## src/rtl/cdc_handshake_tx_if.sv

```systemverilog
// Bundle of the upstream valid/ready port and the 4-phase req/ack crossing signals.
// slave is the transmitter's view and master is the driver/responder's view.
interface cdc_handshake_tx_if #(
    parameter int DATA_W = 8
);
    logic              in_valid;
    logic              in_ready;
    logic [DATA_W-1:0] in_data;
    logic [DATA_W-1:0] data_out;
    logic              req_out;
    logic              ack_in;
    logic              done;
    logic              err;
    logic              err_clr;

    modport slave (
        input  in_valid, in_data, ack_in, err_clr,
        output in_ready, data_out, req_out, done, err
    );

    modport master (
        output in_valid, in_data, ack_in, err_clr,
        input  in_ready, data_out, req_out, done, err
    );
endinterface

```

## src/rtl/cdc_handshake_tx.sv

```systemverilog
// Source side of a 4-phase req/ack clock-domain crossing for one DATA_W-bit word.
// Optional per-wait-state timeout is enabled with macro CDC_TX_TIMEOUT_EN.
module sync_2ff #(
    parameter logic RESET_VAL = 1'b0
) (
    input  logic clk,
    input  logic rst_n,
    input  logic d,
    output logic q
);
    logic meta;

    always_ff @(posedge clk or negedge rst_n) begin
        if (!rst_n) begin
            meta <= RESET_VAL;
            q    <= RESET_VAL;
        end else begin
            meta <= d;
            q    <= meta;
        end
    end
endmodule

module cdc_handshake_tx #(
    parameter int DATA_W         = 8,
    parameter int TIMEOUT_CYCLES = 64
) (
    input  logic                      clk_sync,
    input  logic                      rst_n,
    cdc_handshake_tx_if.slave         bus
);
    typedef enum logic [1:0] {
        IDLE   = 2'd0,
        REQ_HI = 2'd1,
        REQ_LO = 2'd2
    } state_t;

    state_t            state, state_nxt;
    logic [DATA_W-1:0] data_q, data_nxt;
    logic              req_q, req_nxt;
    logic              done_q, done_nxt;
    logic              ack_s;
    logic              in_ready;

    sync_2ff #(.RESET_VAL(1'b0)) u_ack_sync (
        .clk   (clk_sync),
        .rst_n (rst_n),
        .d     (bus.ack_in),
        .q     (ack_s)
    );

    // A still-high remote ack means the previous handshake has not closed yet.
    assign in_ready = (state == IDLE) && !ack_s;

`ifdef CDC_TX_TIMEOUT_EN
    localparam int CNT_W = $clog2(TIMEOUT_CYCLES + 1);

    logic [CNT_W-1:0] cnt_q, cnt_nxt;
    logic             err_q, err_nxt;
    logic             abort_q, abort_nxt;
    logic             cnt_hit;

    assign cnt_hit = (cnt_q == CNT_W'(TIMEOUT_CYCLES - 1));
`else
    logic unused_cfg;

    assign unused_cfg = bus.err_clr & (TIMEOUT_CYCLES > 1);
`endif

    always_comb begin
        state_nxt = state;
        data_nxt  = data_q;
        req_nxt   = req_q;
        done_nxt  = 1'b0;
`ifdef CDC_TX_TIMEOUT_EN
        // Timeout beats err_clr because the set is applied after the clear.
        err_nxt   = err_q & ~bus.err_clr;
        abort_nxt = abort_q;
        cnt_nxt   = (state == IDLE) ? '0 : cnt_q + 1'b1;
`endif
        case (state)
            IDLE: begin
                if (bus.in_valid && in_ready) begin
                    data_nxt  = bus.in_data;
                    req_nxt   = 1'b1;
                    state_nxt = REQ_HI;
                end
            end
            REQ_HI: begin
                if (ack_s) begin
                    req_nxt   = 1'b0;
                    state_nxt = REQ_LO;
                end
`ifdef CDC_TX_TIMEOUT_EN
                else if (cnt_hit) begin
                    req_nxt   = 1'b0;
                    err_nxt   = 1'b1;
                    abort_nxt = 1'b1;
                    state_nxt = REQ_LO;
                end
`endif
            end
            REQ_LO: begin
                if (!ack_s) begin
                    state_nxt = IDLE;
`ifdef CDC_TX_TIMEOUT_EN
                    // An abandoned request is not a completed transfer.
                    done_nxt  = !abort_q;
                    abort_nxt = 1'b0;
`else
                    done_nxt  = 1'b1;
`endif
                end
`ifdef CDC_TX_TIMEOUT_EN
                else if (cnt_hit) begin
                    err_nxt   = 1'b1;
                    abort_nxt = 1'b0;
                    state_nxt = IDLE;
                end
`endif
            end
            default: begin
                state_nxt = IDLE;
                req_nxt   = 1'b0;
            end
        endcase
`ifdef CDC_TX_TIMEOUT_EN
        if (state_nxt != state) begin
            cnt_nxt = '0;
        end
`endif
    end

    always_ff @(posedge clk_sync or negedge rst_n) begin
        if (!rst_n) begin
            state  <= IDLE;
            data_q <= '0;
            req_q  <= 1'b0;
            done_q <= 1'b0;
        end else begin
            state  <= state_nxt;
            data_q <= data_nxt;
            req_q  <= req_nxt;
            done_q <= done_nxt;
        end
    end

`ifdef CDC_TX_TIMEOUT_EN
    always_ff @(posedge clk_sync or negedge rst_n) begin
        if (!rst_n) begin
            cnt_q   <= '0;
            err_q   <= 1'b0;
            abort_q <= 1'b0;
        end else begin
            cnt_q   <= cnt_nxt;
            err_q   <= err_nxt;
            abort_q <= abort_nxt;
        end
    end

    assign bus.err = err_q;
`else
    assign bus.err = 1'b0;
`endif

    assign bus.in_ready = in_ready;
    assign bus.data_out = data_q;
    assign bus.req_out  = req_q;
    assign bus.done     = done_q;
endmodule
```

## src/flat_wrapper.sv

```systemverilog
// flat-port wrapper written by rule: the top's interface ports become plain ports
module cdc_handshake_tx_flat 
#(
    parameter int DATA_W         = 8,
    parameter int TIMEOUT_CYCLES = 64
)
  (clk_sync, rst_n, bus_in_valid, bus_in_data, bus_ack_in, bus_err_clr, bus_in_ready, bus_data_out, bus_req_out, bus_done, bus_err);
  cdc_handshake_tx_if #(.DATA_W(DATA_W)) bus_i ();
  input  logic clk_sync;
  input  logic rst_n;
  input wire logic [$bits(bus_i.in_valid)-1:0] bus_in_valid;
  input wire logic [$bits(bus_i.in_data)-1:0] bus_in_data;
  input wire logic [$bits(bus_i.ack_in)-1:0] bus_ack_in;
  input wire logic [$bits(bus_i.err_clr)-1:0] bus_err_clr;
  output wire logic [$bits(bus_i.in_ready)-1:0] bus_in_ready;
  output wire logic [$bits(bus_i.data_out)-1:0] bus_data_out;
  output wire logic [$bits(bus_i.req_out)-1:0] bus_req_out;
  output wire logic [$bits(bus_i.done)-1:0] bus_done;
  output wire logic [$bits(bus_i.err)-1:0] bus_err;
  assign bus_i.in_valid = bus_in_valid;
  assign bus_i.in_data = bus_in_data;
  assign bus_i.ack_in = bus_ack_in;
  assign bus_i.err_clr = bus_err_clr;
  assign bus_in_ready = bus_i.in_ready;
  assign bus_data_out = bus_i.data_out;
  assign bus_req_out = bus_i.req_out;
  assign bus_done = bus_i.done;
  assign bus_err = bus_i.err;
  cdc_handshake_tx #(.DATA_W(DATA_W), .TIMEOUT_CYCLES(TIMEOUT_CYCLES)) u_core (.clk_sync(clk_sync), .rst_n(rst_n), .bus(bus_i));
endmodule
```

## config.mk

```make
export PLATFORM = sky130hd
export DESIGN_NAME = cdc_handshake_tx_flat
export DESIGN_NICKNAME = d
export VERILOG_FILES = /design/src/rtl/cdc_handshake_tx_if.sv /design/src/rtl/cdc_handshake_tx.sv /design/src/flat_wrapper.sv
export SDC_FILE = /design/constraint.sdc
export NUM_CORES = 1
export LEC_CHECK = 0
export CAP_MARGIN = 20
export CORE_MARGIN = 5
export CORE_UTILIZATION = 40
export DETAILED_ROUTE_END_ITERATION = 8
export DONT_BUFFER_PORTS = 1
export GPL_TIMING_DRIVEN = 0
export SYNTH_ARGS = -nofsm -noshare
export SYNTH_HDL_FRONTEND = slang
export SYNTH_HIERARCHICAL = 1
export SYNTH_SLANG_ARGS = --single-unit
```

## constraint.sdc

```tcl
create_clock -name clk_sync -period 2.5 [get_ports clk_sync]
set_clock_uncertainty 0.1 [all_clocks]
set_input_delay 0.375 -clock clk_sync [delete_from_list [all_inputs] [get_ports clk_sync]]
set_output_delay 0.375 -clock clk_sync [all_outputs]
set_load 0.1 [all_outputs]
```

==> key figures <==
Status
  • Status: finished clean

Global routing
  • M3 GR Usage: 0.0421
  • Global Route Usage Sum: 0.101
  • Largest net degree at the start of global routing: 15
  • Met2 Usage GRT: 0.163
  • M1 GR Usage: 0.107
  • Initial antenna violation count: 0
  • Busiest grt layer: met2
  • Vias in the first global route: 330
  • Grt total ovfl: 0
  • Global-route wire length before repair: 1.49 mm

Floorplanning
  • Starting Density: 0.418
  • Die Ht: 46.9 um
  • Die width: 46.9 um
  • Die area: 2200 um^2
  • IO Count: 25
  • Site Rows: 13
  • Core Area: 1300 um^2

Power and ir drop
  • Pwr per Cell Area: 1410 nW/um^2
  • Seq pwr share: 0.711
  • Pleak: 0.279 nW
  • Clk network pwr share: 0.174
  • Int Power: 0.000406 W
  • Net Sw Frac: 0.542
  • Sw power: 0.000480 W
  • Max VDD drop: 566 uV
  • Comb pwr share: 0.115

STA
  • Slew Limit Fails: 0
  • Worst Tran Pin Value: 0.984 ns
  • Setup TNS: 0 ns
  • Final setup viols: 0
  • F_max: 476 MHz
  • Hold Vio Cnt, Final: 0
  • Final Critical Period: 2.10 ns
  • Final period utilization: 0.840
  • RSZ-0062 raised after global routing: false
  • Relative max-transition margin: 0.342

Critical path
  • Worst path required time: 2.03 ns
  • Reg-to-reg startpoint: u_core/state[1]$_DFFE_PN0P_
  • Crit path kind: reg -> out
  • Critical path startpoint category: register
  • Worst Setup SP: u_core/state[1]$_DFFE_PN0P_
  • CP max stage cell: nor3_4
  • Critical Path Max Stage Delay: 0.86 ns
  • Setup crit end kind: primary output
  • Crit path cell chain: nor3_4
  • Crit path buf inv count: 0
  • CP Max Fanout: 6
  • Data arrival, critical path: 1.63 ns
  • Cell class contributing the biggest share of worst-path delay: simple AND/OR/NAND/NOR gates

Logic synthesis
  • Unique masters post-synth: 14
  • Synth top area cells: dfrtp_1 64%, mux2_2 17%, nor4b_4 4.4%, buf_6 2.1%, nor3_1 1.8%
  • Area of the mapped netlist: 544 um^2
  • Synth top area share: 0.644
  • Cell taking the most area after synthesis: dfrtp_1
  • #FFs+latches synth: 14
  • Synthesized net count: 49
  • Synth Area per Inst: 15.1 um^2
  • Ys Warns: 6
  • Mapped Cells: 36
  • Register area share after synthesis: 0.644

Routing
  • Initial DRT Pass Iterations: 1
  • Per-cell routed wire length: 16.5 um
  • Post-Route WL: 940 um
  • Antenna Violating Nets Remaining: 0
  • Vias/cell: 5.07
  • Number of DRC markers in iteration 0: 0
  • Vias post-DR: 289
  • DRC violation count after routing: 0

Placement
  • Detailed placement HPWL: 771 um
  • PortBufs: 0
  • Placer Congestion: 0.719
  • Placed cells: 51

CTS
  • Number of gates resized after cts: 0
  • Max clock buf depth: 2
  • CTS Root Cell: clkbuf_4
  • CTS tree: built
  • CTS Sinks: 14
  • Clk_lat worst skew: 0.27 ns
  • Clock Pin Slew Worst Setup and Hold Paths: 0.08 ns
  • Setup bufs post-CTS: 0
  • CTS Buf Count: 3
  • # H-tree levels: 1
  • CTS Hold Buffers Added: 1

Worst hold path
  • Hold crit path type: in -> reg
  • Hold_sp: bus_in_data[2]

Final layout
  • Post-route insts no fill: 57
  • Layout Nets: 56
  • Antenna diode count: 0
  • Share of layout cells above drive strength 1: 0.381
  • Area Growth Syn to Fin: 15.9%

Run
  • Max-cap violations: 0
sequential cells by signal (all words and copies together), names as in the netlist:
signal                  count
u_core/state                2
u_core/bus.data_out         8
u_core/bus.done             1
u_core/u_ack_sync/q         1
u_core/bus.req_out          1
u_core/u_ack_sync/meta      1
synthesized netlist by cell type, drive strengths merged:
master,number
inv,2
and2,1
conb,1
buf,2
nor4b,1
a21oi,1
dfrtp,14
nor3b,1
nor3,2
xor2,1
nor2,1
mux2,8
o32ai,1
logic make-up after synthesis:
logic type,count (synthesis),share of synthesized area
other,1,0.00689
AO/OA/AOI/OAI,2,0.0253
AND/OR/NAND/NOR,6,0.0943
flip-flops,14,0.644
XOR/XNOR,1,0.0161
multiplexers,8,0.166
buffers and inverters,4,0.0483
layout make-up:
class	instances	area, um^2
Fill cell	130	671
Sequential cell	14	350
Multi-Input combinational cell	18	179
Clock buffer	4	36.3
Timing Repair Buffer	2	20.0
Buffer	2	18.8
Tap cell	15	18.8
Inverter	2	7.51
power groups by stage:
stage | Combinational, W | Clock, W | Sequential (W)
after CTS | 0.000103 | 0.000162 | 0.000633
final | 0.000102 | 0.000154 | 0.000630
after floorplan | 0.0000864 | 0 | 0.000624
after global placement | 0.0000897 | 0 | 0.000634
after detailed placement | 0.0000975 | 0 | 0.000638
after global routing | 0.000112 | 0.000174 | 0.000637
cell usage in the layout (no fill, tap or decap), drive strengths merged:
cell type	n
inv	2
a21oi	1
mux2	8
conb	1
and2	1
nor4b	1
xor2	1
buf	2
clkbuf	4
o32ai	1
nor3	2
nor3b	1
dlygate4sd3	2
dfrtp	14
nor2	1
final timing paths:
kind                                                       to  slack [ns]  cells past startpoint
hold reg to reg                 u_core/u_ack_sync/q$_DFF_PN0_        0.25                      0
setup / recovery                                 bus_in_ready        0.40                      1
min in group asynchronous  u_core/bus.data_out[2]$_DFFE_PN0P_        0.45                      1
max in group asynchronous  u_core/bus.data_out[3]$_DFFE_PN0P_        1.45                      1
hold / removal             u_core/bus.data_out[2]$_DFFE_PN0P_        0.15                      1
setup reg to reg           u_core/bus.data_out[6]$_DFFE_PN0P_        0.79                      2
through the flow:
stage | util | total power, W | area, um^2 | setup slack, ns | hold slack (ns)
final | 0.485 | 0.000886 | 631 | 0.399 | 0.149
after global routing | 0.485 | 0.000923 | 631 | 0.354 | 0.129
after CTS | 0.477 | 0.000898 | 621 | 0.382 | 0.0119
after detailed placement | 0.441 | 0.000736 | 574 | 0.696 | -0.0203
after global placement | 0.437 | 0.000724 | 568 | 0.306 | -0.0202
after floorplan | - | 0.000710 | 549 | 0.332 | -0.0206
per-layer routing:
| layer | up-vias | routed length (um) |
|---|---|---|
| li1 | 133 | - |
| met1 | 143 | 336 |
| met4 | 0 | 0 |
| met5 | - | 0 |
| met2 | 13 | 507 |
| met3 | 0 | 95 |
Power figures use the tool's default switching activity.
